### src/rtl/lab3_pkg.sv
// Shared constants for the lab 3 response checker: FSM encoding and vector sizing.
package lab3_pkg;

    localparam int unsigned NUM_VECTORS = 8;
    localparam int unsigned VEC_W       = 3;
    localparam int unsigned STATE_W     = 2;
    localparam int unsigned CNT_W       = 4;

    localparam logic [STATE_W-1:0] S_IDLE   = 2'd0;
    localparam logic [STATE_W-1:0] S_DRIVE  = 2'd1;
    localparam logic [STATE_W-1:0] S_SAMPLE = 2'd2;
    localparam logic [STATE_W-1:0] S_DONE   = 2'd3;

    // Expected F for one vector index taken from the packed truth table.
    function automatic logic expected_bit(input logic [NUM_VECTORS-1:0] table_i,
                                          input logic [VEC_W-1:0]       idx_i);
        return table_i[idx_i];
    endfunction

endpackage

### src/rtl/lab3_settle_counter.sv
// Settle-window counter: counts up while enabled, clears on request, flags the terminal value.
module lab3_settle_counter
    import lab3_pkg::*;
(
    input  logic             clk,
    input  logic             rst,
    input  logic             clr,
    input  logic             en,
    input  logic [CNT_W-1:0] term,
    output logic             at_term
);

    logic [CNT_W-1:0] count_q;
    logic [CNT_W-1:0] count_d;

    // Next count: clear has priority over increment.
    always_comb begin
        count_d = count_q;
        if (clr) begin
            count_d = {CNT_W{1'b0}};
        end else if (en) begin
            count_d = count_q + {{(CNT_W-1){1'b0}}, 1'b1};
        end else begin
            count_d = count_q;
        end
    end

    // Count register with synchronous reset.
    always_ff @(posedge clk) begin
        if (rst) begin
            count_q <= {CNT_W{1'b0}};
        end else begin
            count_q <= count_d;
        end
    end

    assign at_term = (count_q == term);

endmodule

### config.mk
export PLATFORM = sky130hd
export DESIGN_NAME = lab3_settle_counter
export DESIGN_NICKNAME = d
export VERILOG_FILES = /design/src/rtl/lab3_pkg.sv /design/src/rtl/lab3_settle_counter.sv
export SDC_FILE = /design/constraint.sdc
export NUM_CORES = 1
export LEC_CHECK = 0
export ABC_AREA = 1
export CELL_PAD_IN_SITES_DETAIL_PLACEMENT = 0
export CELL_PAD_IN_SITES_GLOBAL_PLACEMENT = 2
export CORE_MARGIN = 10
export CORE_UTILIZATION = 16
export DETAILED_ROUTE_END_ITERATION = 6
export HOLD_SLACK_MARGIN = 0.03
export PLACE_DENSITY_LB_ADDON = 0.1
export RECOVER_POWER = 25
export SLEW_MARGIN = 10
export SYNTH_ARGS = -nofsm -noshare
export SYNTH_HDL_FRONTEND = slang
export SYNTH_SLANG_ARGS = --single-unit
### constraint.sdc
create_clock -name clk -period 0.88 [get_ports clk]
set_input_delay 0.264 -clock clk [delete_from_list [all_inputs] [get_ports clk]]
set_output_delay 0.264 -clock clk [all_outputs]
set_load 0.005 [all_outputs]
Word level (Yosys, flattened, before mapping)
Index checks and enable logic that the tools add are counted.

Equality and inequality tests: 1. Reduce and logical (&&, ||, !) cells: 1. Add/subtract/negate cells: 1.

Operators with widths (number): 4-bit by 1-bit adder with 4-bit output, second input constant (1); 4-bit == test (1); 2-bit OR reduction (1).

Output and inout bits: 1. Logic and storage cells: 4. Bits of input ports: 8. Register bits after elaboration: 4.

Logic depth before layout (Yosys ltp)
Gate-level depths: netlist of run 1.

Word-level depth: 1. Mapped depth: 5.

Least setup slack after synthesis of run 1
Ideal clock, no wire load.

Kind: reg-to-output. Start point: register count_q[0]. End point: output at_term. Setup slack: -0.031 ns. Cell stages (with the launch flop): 5. Arrival: 0.647 ns. Buffers on the path: 0. Cells stage by stage: dfxtp_1 -> nand2_1 -> nand2_1 -> nand2_1 -> nor2_1.

Longest elaborated chain between the ends: 1.

RTL lines: start: declaration (RTL line lab3_settle_counter.sv:13) `logic [CNT_W-1:0] count_q;`; start signal: assignment (RTL line lab3_settle_counter.sv:31) `count_q <= {CNT_W{1'b0}};`; start signal: assignment (RTL line lab3_settle_counter.sv:33) `count_q <= count_d;`; 4-bit == test (RTL line lab3_settle_counter.sv:37) `assign at_term = (count_q == term);`; end: declaration (RTL line lab3_settle_counter.sv:10) `output logic at_term`.

Every way passes these cells.

Final worst setup path of run 1
Start point: register count_q[1]. End point: output at_term.

Same word-level chain as after synthesis.

==> results of run 1 <==
-- stage by stage --
step | utilization | worst slack [ns] | setup TNS [ns]
final | 0.332 | -0.329 | -0.329
after detailed placement | 0.280 | -0.905 | -2.21
after floorplan | - | 0.00503 | 0
after CTS | 0.311 | -0.351 | -0.356
after global placement | 0.280 | -0.903 | -2.16
after global routing | 0.332 | -0.414 | -0.512
-- metal layers --
layer | vias to the layer above | wire length [um] | global-route usage
met3 | 4 | 61 | 0.0310
met5 | - | 0 | 0
met2 | 11 | 226 | 0.0450
met4 | 0 | 28 | 0.0503
li1 | 137 | - | -
met1 | 99 | 277 | 0.0366
-- worst max-delay path: stages, from the launching register on --
cell and delay [ns]:
dfxtp_2 0.33, xnor2_1 0.11, nand2_1 0.07, nor2_1 0.08, buf_2 0.11
-- final cells by class --
| class | instances | area share |
|---|---|---|
| multi-input cells | 26 | 0.414 |
| repair buffers | 13 | 0.267 |
| flip-flops and latches | 4 | 0.197 |
| clock buffers | 3 | 0.0522 |
| well taps | 15 | 0.0435 |
| inverters | 3 | 0.0261 |
-- Yosys cell counts --
master / count
o21ai_0: 2
inv_1: 3
nand3_1: 1
xnor2_1: 3
nand2_1: 10
nor2_2: 1
nor2_1: 5
dfxtp_1: 4
ha_1: 1
a21oi_1: 3
-- cell families (layout without fill, tap and decap cells) --
group	after synthesis	after routing
flops	4	4
fa+ha+maj	1	1
xor+xnor	3	3
compound gates	5	5
buf+inv	3	19
simple gates	17	17
-- path summary, 6_finish.rpt --
check / cells after the start / slack (ns) / from / to
hold reg to reg: 2 / 0.54 / count_q[0] / count_q[0]
setup / recovery: 4 / -0.33 / count_q[1] / at_term
setup reg to reg: 4 / 0 / count_q[1] / count_q[1]
hold / removal: 4 / 0.33 / clr / count_q[3]
-- timing repair --
action / 4_1_cts / 5_1_grt
hold buffers: 0 / 0
buffers inserted: 0 / 1
pin swaps: 7 / 5
endpoints found under the setup margin: 5 / 5
gates resized for setup: 19 / 6
-- report_power, final --
part	internal [uW]	switching [uW]
Clock	152	75.5
Combinational	50.4	37.5
Sequential	187	3.76
==> flow_summary.ini, run 1 <==
[logic_synthesis]
synthDistinctLibCells = 10
synth_fa_ha_area_frac = 0.0562
syn_area_per_cell_sq_um = 6.75
synth_area_leader_cell = dfxtp_1
synth_top_family_by_area = simple AND/OR/NAND/NOR gates
synth_warnings = 0
synth.cell_area_sq_um = 223
synth_top_area_frac = 0.360
synth_xor_area_frac = 0.118
synthSimpleGateAreaFrac = 0.303
synthMuxAreaShare = 0
syn_nets = 42
synth.area.top_cells = dfxtp_1 36%, nand2_1 17%, xnor2_1 12%, nor2_1 8.4%, a21oi_1 6.7%
synth_seq_cells = 4
synth-compound-area-share = 0.112
synthCells = 33
ys_seq_area_frac = 0.360

[sta]
rsz0062_at_grt = true
fin_crit_sh = 1.37
max_slew_margin = 0.870
setup-violations-final = 2
fin_ws_ns = -0.329
slew_violations = 0
tightest_slew_ns = 0.195
fin_hold_ws_ns = 0.334
clock_skew_ns = 0.00542
fmax_ghz = 0.827
hold_viol_final = 0
finalCriticalPeriod_ns = 1.21

[detailed_routing]
drc = 0
post_drt_via_cell_ratio = 3.92
num_vias = 251
drt_iter0_markers = 5
drt-pass1-iter-count = 2
postRouteAntennaNets = 0
drt-wirelength-per-cell_um = 9.28
wl_um = 594

[die]
die_height_um = 57.3
rows = 13
die_area_sq_um = 3280
start_util = 0.171
fp.dieW_um = 57.3
coreArea_sq_um = 1300
pin_count = 9

[final_layout]
fin_nets = 60
final_cell_mix = 10 x nand2_1, 6 x dlygate4sd2_1, 4 x nor2_1, 4 x dfxtp_2
multi_input_area_sq_um = 179
top_regs = count_q: 4 flops
area_growth_pct = 93.8
seq_area_sq_um = 85.1
fill_cells = 146
largest_reg_flops = 4
antenna-diode-count = 0
finalNonFillerCells = 64
mostFrequentLayoutCell = nand2_1
postLayoutCellArea_sq_um = 432
drive_above_1_share = 0.449
largest-register = count_q

[clock_tree]
cts_sinks = 4
cts_max_level = 1
clk_latency_ns = 0.24
clockBufferDepth = 2
clk_pin_slew_ns = 0.04
cts_made_buffers = 3
cts_tree = yes
cts_root_buf = clkbuf_4

[placement]
gp_congestion = 0.724
dpl_cell_area_sq_um = 364
post-place-cells = 61
io_buffers = 8
hpwl_um = 476

[power_and_ir_drop]
leakage_uw = 0.000189
ir_drop_mv = 0.414
total_power_uw = 507
power_density_nw_per_um2 = 1170

[grt]
antenna_found_initial = 0
grt_max_degree = 6
first_global_vias = 224
track_usage = 0.0386
grt_pass1_wl_um = 917
grt_overflow_total = 0

[run]
max_cap_violations = 0

[setup_path]
worstSetupPathType = flip-flop to output pin
required_ns = 0.62
crit_arrival_ns = 0.94
end_kind = output pin
setup.worst_path.start_class = flip-flop
path_max_fanout = 2

[outcome]
outcome = complete, but fails checks
violations = setup timing

[worst_hold_path]
hold_path_class = primary input to flip-flop
No activity file was read; power rests on OpenSTA's default activity.
==> run 2: changes to the inputs <==
--- a/config.mk
+++ b/config.mk
@@ -8,7 +8,6 @@
 export ABC_AREA = 1
 export CELL_PAD_IN_SITES_DETAIL_PLACEMENT = 0
 export CELL_PAD_IN_SITES_GLOBAL_PLACEMENT = 2
-export CORE_MARGIN = 10
 export CORE_UTILIZATION = 16
 export DETAILED_ROUTE_END_ITERATION = 6
 export HOLD_SLACK_MARGIN = 0.03
==> run 2 against run 1 <==
The flow still finishes with violations (setup timing); critical path depth stayed put; register-to-register slack worse by 0.04 ns; clock skew is 0.0029 ns lower; design area is 2.3% higher; largest cell class unchanged; clock-buffer cell count stayed put; worst hold slack better by 0.014 ns; highest routed layer is now met3; flip-flop and latch count stayed put; final cell count stayed put; power is 2.3% higher.
==> flow_summary.ini, run 2 (same netlist as run 1, synthesis figures left out) <==
[sta]
rsz0062_at_grt = true
hold_viol_final = 0
tightest_slew_ns = 0.278
setup-violations-final = 3
slew_violations = 0
fin_hold_ws_ns = 0.349
finalCriticalPeriod_ns = 1.21
fin_crit_sh = 1.38
clock_skew_ns = 0.00248
fin_ws_ns = -0.332
max_slew_margin = 0.815
fin_tns_setup_ns = -0.385
fmax_ghz = 0.825

[final_layout]
fin_nets = 60
fill_cells = 149
largest_reg_flops = 4
largest-register = count_q
final_cell_mix = 6 x nand2_1, 6 x dlygate4sd2_1, 4 x nor2_1, 4 x dfxtp_2
antenna-diode-count = 0
top_regs = count_q: 4 flops
multi_input_area_sq_um = 191
seq_area_sq_um = 85.1
drive_above_1_share = 0.531
postLayoutCellArea_sq_um = 442
area_growth_pct = 98.3

[clock_tree]
cts_max_level = 1
cts_tree = yes
clockBufferDepth = 2
cts_root_buf = clkbuf_4
clk_latency_ns = 0.24
clk_pin_slew_ns = 0.04
cts_made_buffers = 3
cts_sinks = 4

[grt]
grt_pass1_wl_um = 917
grt_overflow_total = 0
first_global_vias = 237
antenna_found_initial = 0
track_usage = 0.0972
grt_max_degree = 6

[detailed_routing]
num_vias = 254
drc = 0
drt_iter0_markers = 0
postRouteAntennaNets = 0
post_drt_via_cell_ratio = 3.97
drt-wirelength-per-cell_um = 9.42
drt-pass1-iter-count = 1
wl_um = 603

[power_and_ir_drop]
total_power_uw = 519
power_density_nw_per_um2 = 1170
ir_drop_mv = 0.446
leakage_uw = 0.000192

[setup_path]
crit_arrival_ns = 0.95
cpPeakStageDelay_ns = 0.32
critPathTopFamily = flip-flops
crit_cells = 4
path_max_fanout = 2
critPathBufInv = 1
r2r_cells = 4
cp_cell_sequence = xnor2_1 > nand2_1 > nor2_1 > buf_2
required_ns = 0.62
end_kind = output pin
setup.worst_path.start_class = flip-flop
worstSetupPathType = flip-flop to output pin
cpMaxStageDelayCell = dfxtp_2

[worst_hold_path]
min_path_cells = 4
hold_path_class = primary input to flip-flop

[placement]
gp_congestion = 0.711
io_buffers = 8
dpl_cell_area_sq_um = 364
hpwl_um = 381

[die]
pin_count = 9
fp.dieW_um = 39.3
rows = 13
die_area_sq_um = 1550
die_height_um = 39.3
start_util = 0.171
coreArea_sq_um = 1300

[outcome]
outcome = complete, but fails checks
violations = setup timing

[run]
max_cap_violations = 0
run 2: through the flow:
stage | util | setup WS [ns] | std cells
after detailed placement | 0.280 | -0.897 | 61
after CTS | 0.305 | -0.340 | 64
after global placement | 0.280 | -0.894 | 61
final | 0.339 | -0.332 | 64
after global routing | 0.339 | -0.374 | 64
after floorplan | - | 0.00503 | 33
run 2: cell type report:
type,instances,area share
clock buffers,3,0.0510
inverters,3,0.0255
multi-input cells,26,0.433
flip-flops and latches,4,0.193
well taps,15,0.0425
repair buffers,13,0.255
run 2: final timing paths:
kind | endpoint | from | slack [ns]
setup / recovery | at_term | count_q[2] | -0.33
hold / removal | count_q[2] | clr | 0.35
setup reg to reg | count_q[1] | count_q[0] | -0.04
hold reg to reg | count_q[0] | count_q[0] | 0.57
run 2: worst min-delay path, stage by stage:
cell            delay, ns
dlymetal6s2s_1       0.14
nor2_4               0.06
nand2_1              0.05
nor2_1               0.03
run 2: what timing repair did:
item | in CTS | in global routing
hold buffers | 0 | 0
gates resized for setup | 16 | 15
setup buffers | 0 | 0
pin swaps | 7 | 8
setup endpoints to repair | 5 | 5
run 2: report_power, final:
group	total, uW	internal (uW)	switching (uW)
registers	191	187	3.92
clock network	232	153	78.8
logic	95.8	50.6	45.2
total	519	391	128
run 2: metal layers:
layer | up-vias | global-route usage | share of wire
li1 | 138 | - | -
met2 | 7 | 0.146 | 0.50
met4 | 0 | 0.103 | 0
met1 | 109 | 0.0993 | 0.45
met5 | - | 0 | 0
met3 | 0 | 0.0341 | 0.048
==> run 3: changes to the inputs <==
--- a/config.mk
+++ b/config.mk
@@ -6,10 +6,12 @@
 export NUM_CORES = 1
 export LEC_CHECK = 0
 export ABC_AREA = 1
+export CAP_MARGIN = 30
 export CELL_PAD_IN_SITES_DETAIL_PLACEMENT = 0
 export CELL_PAD_IN_SITES_GLOBAL_PLACEMENT = 2
-export CORE_UTILIZATION = 16
+export CORE_AREA = 2 2 39 41
 export DETAILED_ROUTE_END_ITERATION = 6
+export DIE_AREA = 0 0 41 43
 export HOLD_SLACK_MARGIN = 0.03
 export PLACE_DENSITY_LB_ADDON = 0.1
 export RECOVER_POWER = 25
==> constraint.sdc (replaced) <==
create_clock -name clk -period 1.23 [get_ports clk]
set_input_delay 0.369 -clock clk [delete_from_list [all_inputs] [get_ports clk]]
set_output_delay 0.369 -clock clk [all_outputs]
set_load 0.005 [all_outputs]
==> run 3 against run 2 <==
The flow still finishes with violations (setup timing); clock-buffer cell count unchanged; clock skew shrank 0.00088 ns; register-to-register slack improved by 0.29 ns; critical path depth is the same; routed wire length shrank 8.5%; sequential share of layout area increased by 3.6 points; combinational power down 46%; design area fell by 16%; flip-flop and latch count stayed put; die area increased by 14%; utilization decreased by 7.0 points.
==> flow_summary.ini, run 3 (same netlist as run 1, synthesis figures left out) <==
[outcome]
outcome = complete, but fails checks
violations = setup timing

[sta]
max_slew_margin = 0.830
finalCriticalPeriod_ns = 1.32
rsz0062_at_grt = true
fin_ws_ns = -0.0923
fin_crit_sh = 1.08
setup-violations-final = 2
tightest_slew_ns = 0.255
fmax_ghz = 0.756
slew_violations = 0
hold_viol_final = 0
clock_skew_ns = 0.00160

[clock_tree]
clockBufferDepth = 2
postCtsSetupRepairBufs = 0
cts_hold_buf = 0
clk_pin_slew_ns = 0.04
cts_sinks = 4
cts_tree = yes
cts_max_level = 1
clk_latency_ns = 0.23
cts_made_buffers = 3
cts_root_buf = clkbuf_4

[detailed_routing]
postRouteAntennaNets = 0
drt-wirelength-per-cell_um = 8.49
drt-pass1-iter-count = 2
drt_iter0_markers = 2
post_drt_via_cell_ratio = 3.94
wl_um = 552
drc = 0
num_vias = 256

[power_and_ir_drop]
ir_drop_mv = 0.249
total_power_uw = 351
power_density_nw_per_um2 = 941
leakage_uw = 0.000163

[setup_path]
r2r_slack_ns = 0.25
r2r_start = count_q[0]
r2r-end = count_q[2]
worstSetupPathType = flip-flop to output pin
path_max_fanout = 2
required_ns = 0.86
crit_arrival_ns = 0.95
setup.worst_path.start_class = flip-flop
r2r_cells = 4
end_kind = output pin

[final_layout]
largest-register = count_q
fill_cells = 163
antenna-diode-count = 0
multi_input_area_sq_um = 131
mostFrequentLayoutCell = nand2_1
seq_area_sq_um = 85.1
final_cell_mix = 10 x nand2_1, 5 x nor2_1, 5 x buf_4
top_regs = count_q: 4 flops
area_growth_pct = 67.4
largest_reg_flops = 4
fin_nets = 60
drive_above_1_share = 0.347

[worst_hold_path]
hold_path_class = flip-flop to flip-flop
min_path_cells = 2
hp-start = count_q[0]
hold_end = count_q[0]

[placement]
hpwl_um = 447
io_buffers = 8
post-place-ws_ns = -0.764
gp_congestion = 0.699

[grt]
grt_pass1_wl_um = 897
track_usage = 0.0792
first_global_vias = 237
grt_max_degree = 6
grt_overflow_total = 0
antenna_found_initial = 0

[run]
max_cap_violations = 0

[die]
fp.dieW_um = 41
rows = 14
die_height_um = 43
coreArea_sq_um = 1380
start_util = 0.161
pin_count = 9
die_area_sq_um = 1760
run 3: how the worst max path moves through the flow:
stage / startpoint / to / cells after the start
2_1_floorplan: term[1] / at_term / 3
3_3_place_gp: term[1] / at_term / 5
3_5_place_dp: term[0] / at_term / 6
4_1_cts: count_q[2] / at_term / 4
5_1_grt: count_q[2] / at_term / 4
6_report: count_q[3] / at_term / 4
run 3: repair_timing:
action	CTS	global route
resized for setup	15	5
setup endpoints to repair	1	1
pin swaps	7	2
run 3: worst max-delay path, stage by stage (launching register included):
cell     delay [ns]
dfxtp_2        0.31
xnor2_1        0.14
nand2_1        0.07
nor2_1         0.09
buf_2          0.11
run 3: routing by layer:
layer / up-vias / part of all wire / GRT usage
li1: 137 / - / -
met4: 0 / 0.033 / 0.0600
met3: 4 / 0.11 / 0.0419
met5: - / 0 / 0
met2: 8 / 0.47 / 0.119
met1: 107 / 0.38 / 0.0769
run 3: final cells by class:
cell class / count / area share
inverter: 3 / 0.0302
timing repair buffer: 13 / 0.275
clock buffer: 3 / 0.0604
sequential: 4 / 0.228
tap: 16 / 0.0537
multi-input combinational: 26 / 0.352
run 3: metrics by stage:
stage	util	cells	hold slack, ns	instance area (sq um)	TNS (ns)
floorplan	-	33	0.458	223	0
global placement	0.260	62	0.565	360	-1.03
detailed placement	0.260	62	0.580	360	-1.13
CTS	0.270	65	0.586	374	-0.114
global route	0.269	65	0.579	373	-0.332
finish	0.269	65	0.554	373	-0.117
run 3: power by group:
group	switching, uW	internal (uW)
Clock	53.6	109
Combinational	20.9	30.8
Sequential	2.31	134
==> variant 1: new RTL, flow settings as in run 1 <==
Put a register stage on the output `at_term`, cleared by the reset. The value now appears one clock later.
--- a/src/rtl/lab3_settle_counter.sv
+++ b/src/rtl/lab3_settle_counter.sv
@@ -36,3 +36,9 @@
 
-    assign at_term = (count_q == term);
+    always_ff @(posedge clk) begin
+        if (rst) begin
+            at_term <= '0;
+        end else begin
+            at_term <= (count_q == term);
+        end
+    end
 
Function: changed (a bounded check fails within 4 cycles, from zero or initial values and one cycle with rst high).
==> variant 1 against run 1 <==
  * Worst setup slack improved by 280 ps
  * Power increased by 18%
  * The flow still finishes with violations (setup timing)
  * Synthesized area increased by 20%
  * Non-clock buffer count decreased by 3
  * Maximum frequency increased by 29%
  * Largest power group unchanged
  * Design area increased by 8.4%
  * Critical path type unchanged
  * Routed wire length increased by 29%
  * Worst hold slack got worse by 25 ps
  * Via count increased by 25%
  * Combinational power decreased by 9.4%
  * Utilization decreased by 2.8 points
  * Sequential cell count increased by 1
==> variant 1: results (changes against run 1) <==
- Tot GR Track Use: 4.925% (was 3.865%)
- Share of post-route cells with drive strength above 1: 33.33% (was 44.90%)
- Worst R2R Path Depth: 3 (was 4)
- CTS clk-pin slew, worst paths: 50 ps
- Switching share of total power: 26.16% (was 23.03%)
- # nets final: 67 (was 60)
- CP Max Fanout: 1 (was 2)
- R2r setup slk: 30 ps (was 0 ps)
- Run status: finished, violations left (unchanged)
- Crit-path leading delay family: flip-flops (unchanged)
- Hold depth: 4 (unchanged)
- Drt initial violations: 4 (was 5)
- Max-slew headroom: 83.16% (was 87.02%)
- Slowest stage cell, crit path: dfxtp_2 (unchanged)
- Gp weighted congestion: 0.6951 (was 0.7240)
- Root Buffer Master: clkbuf_4 (unchanged)
- Setup WS pre-CTS: -418.4 ps (was -905.4 ps)
- RR Startpoint: count_q[0] (was count_q[1])
- Area occupied by multi-input gates: 173.9 sq um (was 178.9 sq um)
- Vias/cell: 4.288 (was 3.922)
- Clock Skew: 3.249 ps (was 5.421 ps)
- Routed len/inst: 10.53 um (was 9.281 um)
- Worst Hold End: at_term (was count_q[3])
- Number of CTS-inserted buffers: 3 (unchanged)
- Biggest regs: count_q x4, at_term x1 (was count_q x4)
- Post-DP Area: 382.9 sq um (was 364.1 sq um)
- Worst flop-to-flop path endpoint: count_q[1] (unchanged)
- Top cells by area, synth: dfxtp_1 (37%), nand2_1 (18%), inv_1 (11%) (was dfxtp_1 (36%), nand2_1 (17%), xnor2_1 (12%))
- First-pass GRT wire length: 1366 um (was 917 um)
- Initial antenna violation count: 0 (unchanged)
- Port Buf Inserts: 8 (unchanged)
- Syn Nets: 52 (was 42)
- Failing checks: setup timing (unchanged)
- Hold Startpoint: term[2] (was clr)
- Ys Warns: 0 (unchanged)
- Synth Instances: 43 (was 33)
- Top cells by count, synth: nand2_1 (13), inv_1 (8), dfxtp_1 (5), nor2_1 (5), a21oi_1 (4) (was nand2_1 (10), nor2_1 (5), dfxtp_1 (4))
- Post-DP HPWL: 557 um (was 475.9 um)
- Setup ws final: -53.60 ps (was -328.9 ps)
- Largest net degree at the start of global routing: 8 (was 6)
- Endpoints failing setup: 1 (was 2)
- Post-synthesis cell type count: 10 (unchanged)
- Via Count: 313 (was 251)
- Maximum vdd drop: 641.6 uV (was 413.8 uV)
- Worst Hold Class: in2reg (unchanged)
- Post-CTS Setup Repair Bufs: 0 (unchanged)
- Post-CTS resize count: 10 (was 19)
- Static Leakage: 0.2194 nW (was 0.1889 nW)
- Placed cells: 69 (was 61)
- Post-synth ARST share: 0% (unchanged)
- Post-synthesis sequential area ratio: 37.38% (was 35.96%)
- Worst path max stage delay: 310 ps (was 330 ps)
- Filler Cell Count: 165 (was 146)
- Via count of the first global-routing pass: 328 (was 224)
[variant 1: power by group through the flow]
stage	combinational, mW	clock [mW]	sequential (mW)
4_1_cts	0.0728	0.289	0.238
3_5_place_dp	0.0767	0	0.242
3_3_place_gp	0.0743	0	0.242
6_report	0.0796	0.285	0.234
2_1_floorplan	0.0259	0	0.241
5_1_grt	0.0936	0.305	0.235
[variant 1: cell families (layout without fill, tap and decap cells)]
kind of cell    after synthesis  in the layout  synth area share, %
buf+inv                       8             22                11.22
simple gates                 23             23                35.52
fa+ha+maj                     1              1                4.672
compound gates                6              6                11.22
flops                         5              5                37.38
[variant 1: final cells by class]
| class | count | area share [%] |
|---|---|---|
| Inverter | 8 | 6.417 |
| Multi-Input combinational cell | 30 | 37.17 |
| Clock buffer | 4 | 5.615 |
| Tap cell | 16 | 4.278 |
| Timing Repair Buffer | 10 | 22.19 |
| Sequential cell | 5 | 24.33 |
[variant 1: routing by layer]
| metal | track usage [%] | wire, um | vias to the layer above |
|---|---|---|---|
| met4 | 4.702 | 31 | 0 |
| met2 | 6.841 | 318 | 10 |
| met3 | 2.714 | 86 | 5 |
| li1 | - | - | 160 |
| met5 | 0 | 0 | - |
| met1 | 5.110 | 333 | 138 |
[variant 1: per-stage QoR]
step                hold slack (ps)  setup TNS, ps
floorplan                     353.4              0
global placement              516.2          -1745
detailed placement            517.3          -1921
CTS                           420.5         -63.32
global route                  368.1         -153.6
finish                        309.7         -53.60
[variant 1: worst max path at each step]
| stage | from | end | slack [ps] |
|---|---|---|---|
| after floorplan | count_q[0] | count_q[2] | 50 |
| after global placement | en | count_q[3] | -390 |
| after detailed placement | en | count_q[3] | -420 |
| after CTS | at_term | at_term | -60 |
| after global routing | at_term | at_term | -70 |
| final | at_term | at_term | -50 |
==> variant 2: new RTL, flow settings as in run 1 <==
Without the edit above. Add an input register stage for `clr`, `en` and `term`, cleared by the reset; this delays them by one clock.
--- a/src/rtl/lab3_settle_counter.sv
+++ b/src/rtl/lab3_settle_counter.sv
@@ -12,2 +12,18 @@
 
+    logic clr_q;
+    logic en_q;
+    logic [CNT_W-1:0] term_q;
+
+    always_ff @(posedge clk) begin
+        if (rst) begin
+            clr_q  <= '0;
+            en_q   <= '0;
+            term_q <= '0;
+        end else begin
+            clr_q  <= clr;
+            en_q   <= en;
+            term_q <= term;
+        end
+    end
+
     logic [CNT_W-1:0] count_q;
@@ -18,5 +34,5 @@
         count_d = count_q;
-        if (clr) begin
+        if (clr_q) begin
             count_d = {CNT_W{1'b0}};
-        end else if (en) begin
+        end else if (en_q) begin
             count_d = count_q + {{(CNT_W-1){1'b0}}, 1'b1};
@@ -36,3 +52,3 @@
 
-    assign at_term = (count_q == term);
+    assign at_term = (count_q == term_q);
 
Check against the original RTL: not equivalent (a bounded check fails within 4 cycles, from zero or initial values and one cycle with rst high).
==> variant 2 against run 1 <==
  * The run still ends with setup timing left
  * Final cell count increased by 53%
  * Global-route usage increased by 0.38 points
  * Routed wire length increased by 48%
  * Power increased by 100%
  * Worst setup slack got worse by 69 ps
  * Sequential cell count increased by 6
  * Design area increased by 52%
  * Via count increased by 32%
  * Synthesized area increased by 77%
  * Largest cell class unchanged
  * Highest routed layer unchanged
==> variant 2: results (changes against run 1) <==
- Run status: finished, violations left (unchanged)
- Failing checks: setup timing (unchanged)
- Post-synthesis sequential area ratio: 50.79% (was 35.96%)
- Routed len/inst: 9.000 um (was 9.281 um)
- Largest net degree at the start of global routing: 7 (was 6)
- Post-synth EDFFs: 0 (unchanged)
- # nets final: 80 (was 60)
- Final setup TNS: -444.1 ps (was -329.1 ps)
- Filler Cell Count: 244 (was 146)
- Port Buf Inserts: 8 (unchanged)
- Gp weighted congestion: 0.5863 (was 0.7240)
- Maximum vdd drop: 610.9 uV (was 413.8 uV)
- Biggest regs: count_q x4, term_q x4 (was count_q x4)
- Via Count: 332 (was 251)
- CTS clk-pin slew, worst paths: 70 ps (was 40 ps)
- Static Leakage: 0.2883 nW (was 0.1889 nW)
- Post-DP HPWL: 693.7 um (was 475.9 um)
- Post-synthesis cell type count: 11 (was 10)
- Grt met2 use: 5.242% (was 4.496%)
- Origin of the worst setup path: term_q[3] (was count_q[1])
- Endpoints failing setup: 3 (was 2)
- Top cells by count, synth: nor2_1 (12), dfxtp_1 (10), nand2_1 (10) (was nand2_1 (10), nor2_1 (5), dfxtp_1 (4))
- CP Max Fanout: 1 (was 2)
- Max-slew headroom: 86.82% (was 87.02%)
- Syn Nets: 61 (was 42)
- Clock Skew: 2.691 ps (was 5.421 ps)
- GR Util met1: 4.252% (was 3.663%)
- Slowest stage cell, crit path: dfxtp_2 (unchanged)
- Drt initial violations: 23 (was 5)
- First-pass GRT wire length: 1573 um (was 917 um)
- Top cells by area, synth: dfxtp_1 (51%), nor2_1 (11%), nand2_1 (9.5%) (was dfxtp_1 (36%), nand2_1 (17%), xnor2_1 (12%))
- Via count of the first global-routing pass: 347 (was 224)
- Worst skew pair latency: 260 ps (was 240 ps)
- Met3 GRT Util: 3.138% (was 3.097%)
- GRT busiest layer: met2 (was met4)
- Switching share of total power: 21.58% (was 23.03%)
- Ys Warns: 0 (unchanged)
- Tot GR Track Use: 4.241% (was 3.865%)
- Hold Startpoint: rst (was clr)
- Setup ws final: -397.8 ps (was -328.9 ps)
- RR Startpoint: count_q[0] (was count_q[1])
- Share of post-route cells with drive strength above 1: 41.43% (was 44.90%)
## variant 2: stage by stage
step / hold slack (ps) / cells / setup WS (ps) / instance area (sq um)
floorplan: 335.2 / 52 / 4.969 / 399.1
global placement: 501.7 / 93 / -583.2 / 551.8
detailed placement: 496.2 / 93 / -529.5 / 551.8
CTS: 497.1 / 98 / -429.5 / 620.6
global route: 365.5 / 98 / -516.6 / 658.1
finish: 349.9 / 98 / -397.8 / 658.1
## variant 2: routing by layer
| metal | part of all wire, % | vias to the layer above |
|---|---|---|
| met5 | 0 | - |
| met3 | 12 | 2 |
| li1 | - | 188 |
| met1 | 46 | 135 |
| met2 | 40 | 7 |
| met4 | 1.8 | 0 |
## variant 2: power groups by stage
stage,Sequential (mW),Clock [mW],Combinational [mW]
after floorplan,0.496,0,0.0458
after global placement,0.494,0,0.122
after detailed placement,0.494,0,0.120
after CTS,0.486,0.429,0.126
after global routing,0.489,0.466,0.152
final,0.487,0.402,0.133
## variant 2: path summary, 6_finish.rpt
path | slack, ps | cells after the start | end
worst min register to register | 530 | 3 | count_q[3]
worst min-delay path | 350 | 4 | count_q[3]
worst max register to register | -30 | 4 | count_q[1]
worst max-delay path | -400 | 4 | at_term
## variant 2: cells by family after synthesis
family / count (synthesis) / share of synthesized area (%)
xor+xnor: 3 / 6.668
buf+inv: 9 / 8.571
flops: 10 / 50.79
fa+ha+maj: 1 / 3.174
simple gates: 26 / 26.98
compound gates: 3 / 3.808
## variant 2: layout make-up
cell class | count | area share, %
multi-input combinational | 33 | 32.32
sequential | 10 | 31.37
timing repair buffer | 14 | 20.34
clock buffer | 4 | 5.513
tap | 28 | 5.323
inverter | 9 | 5.133
## variant 2: what timing repair did
item                       CTS  global route
gates resized for setup     10            12
buffers inserted             1             0
setup endpoints to repair    5             5
hold endpoints to repair     0             0
pin swaps                    3             7
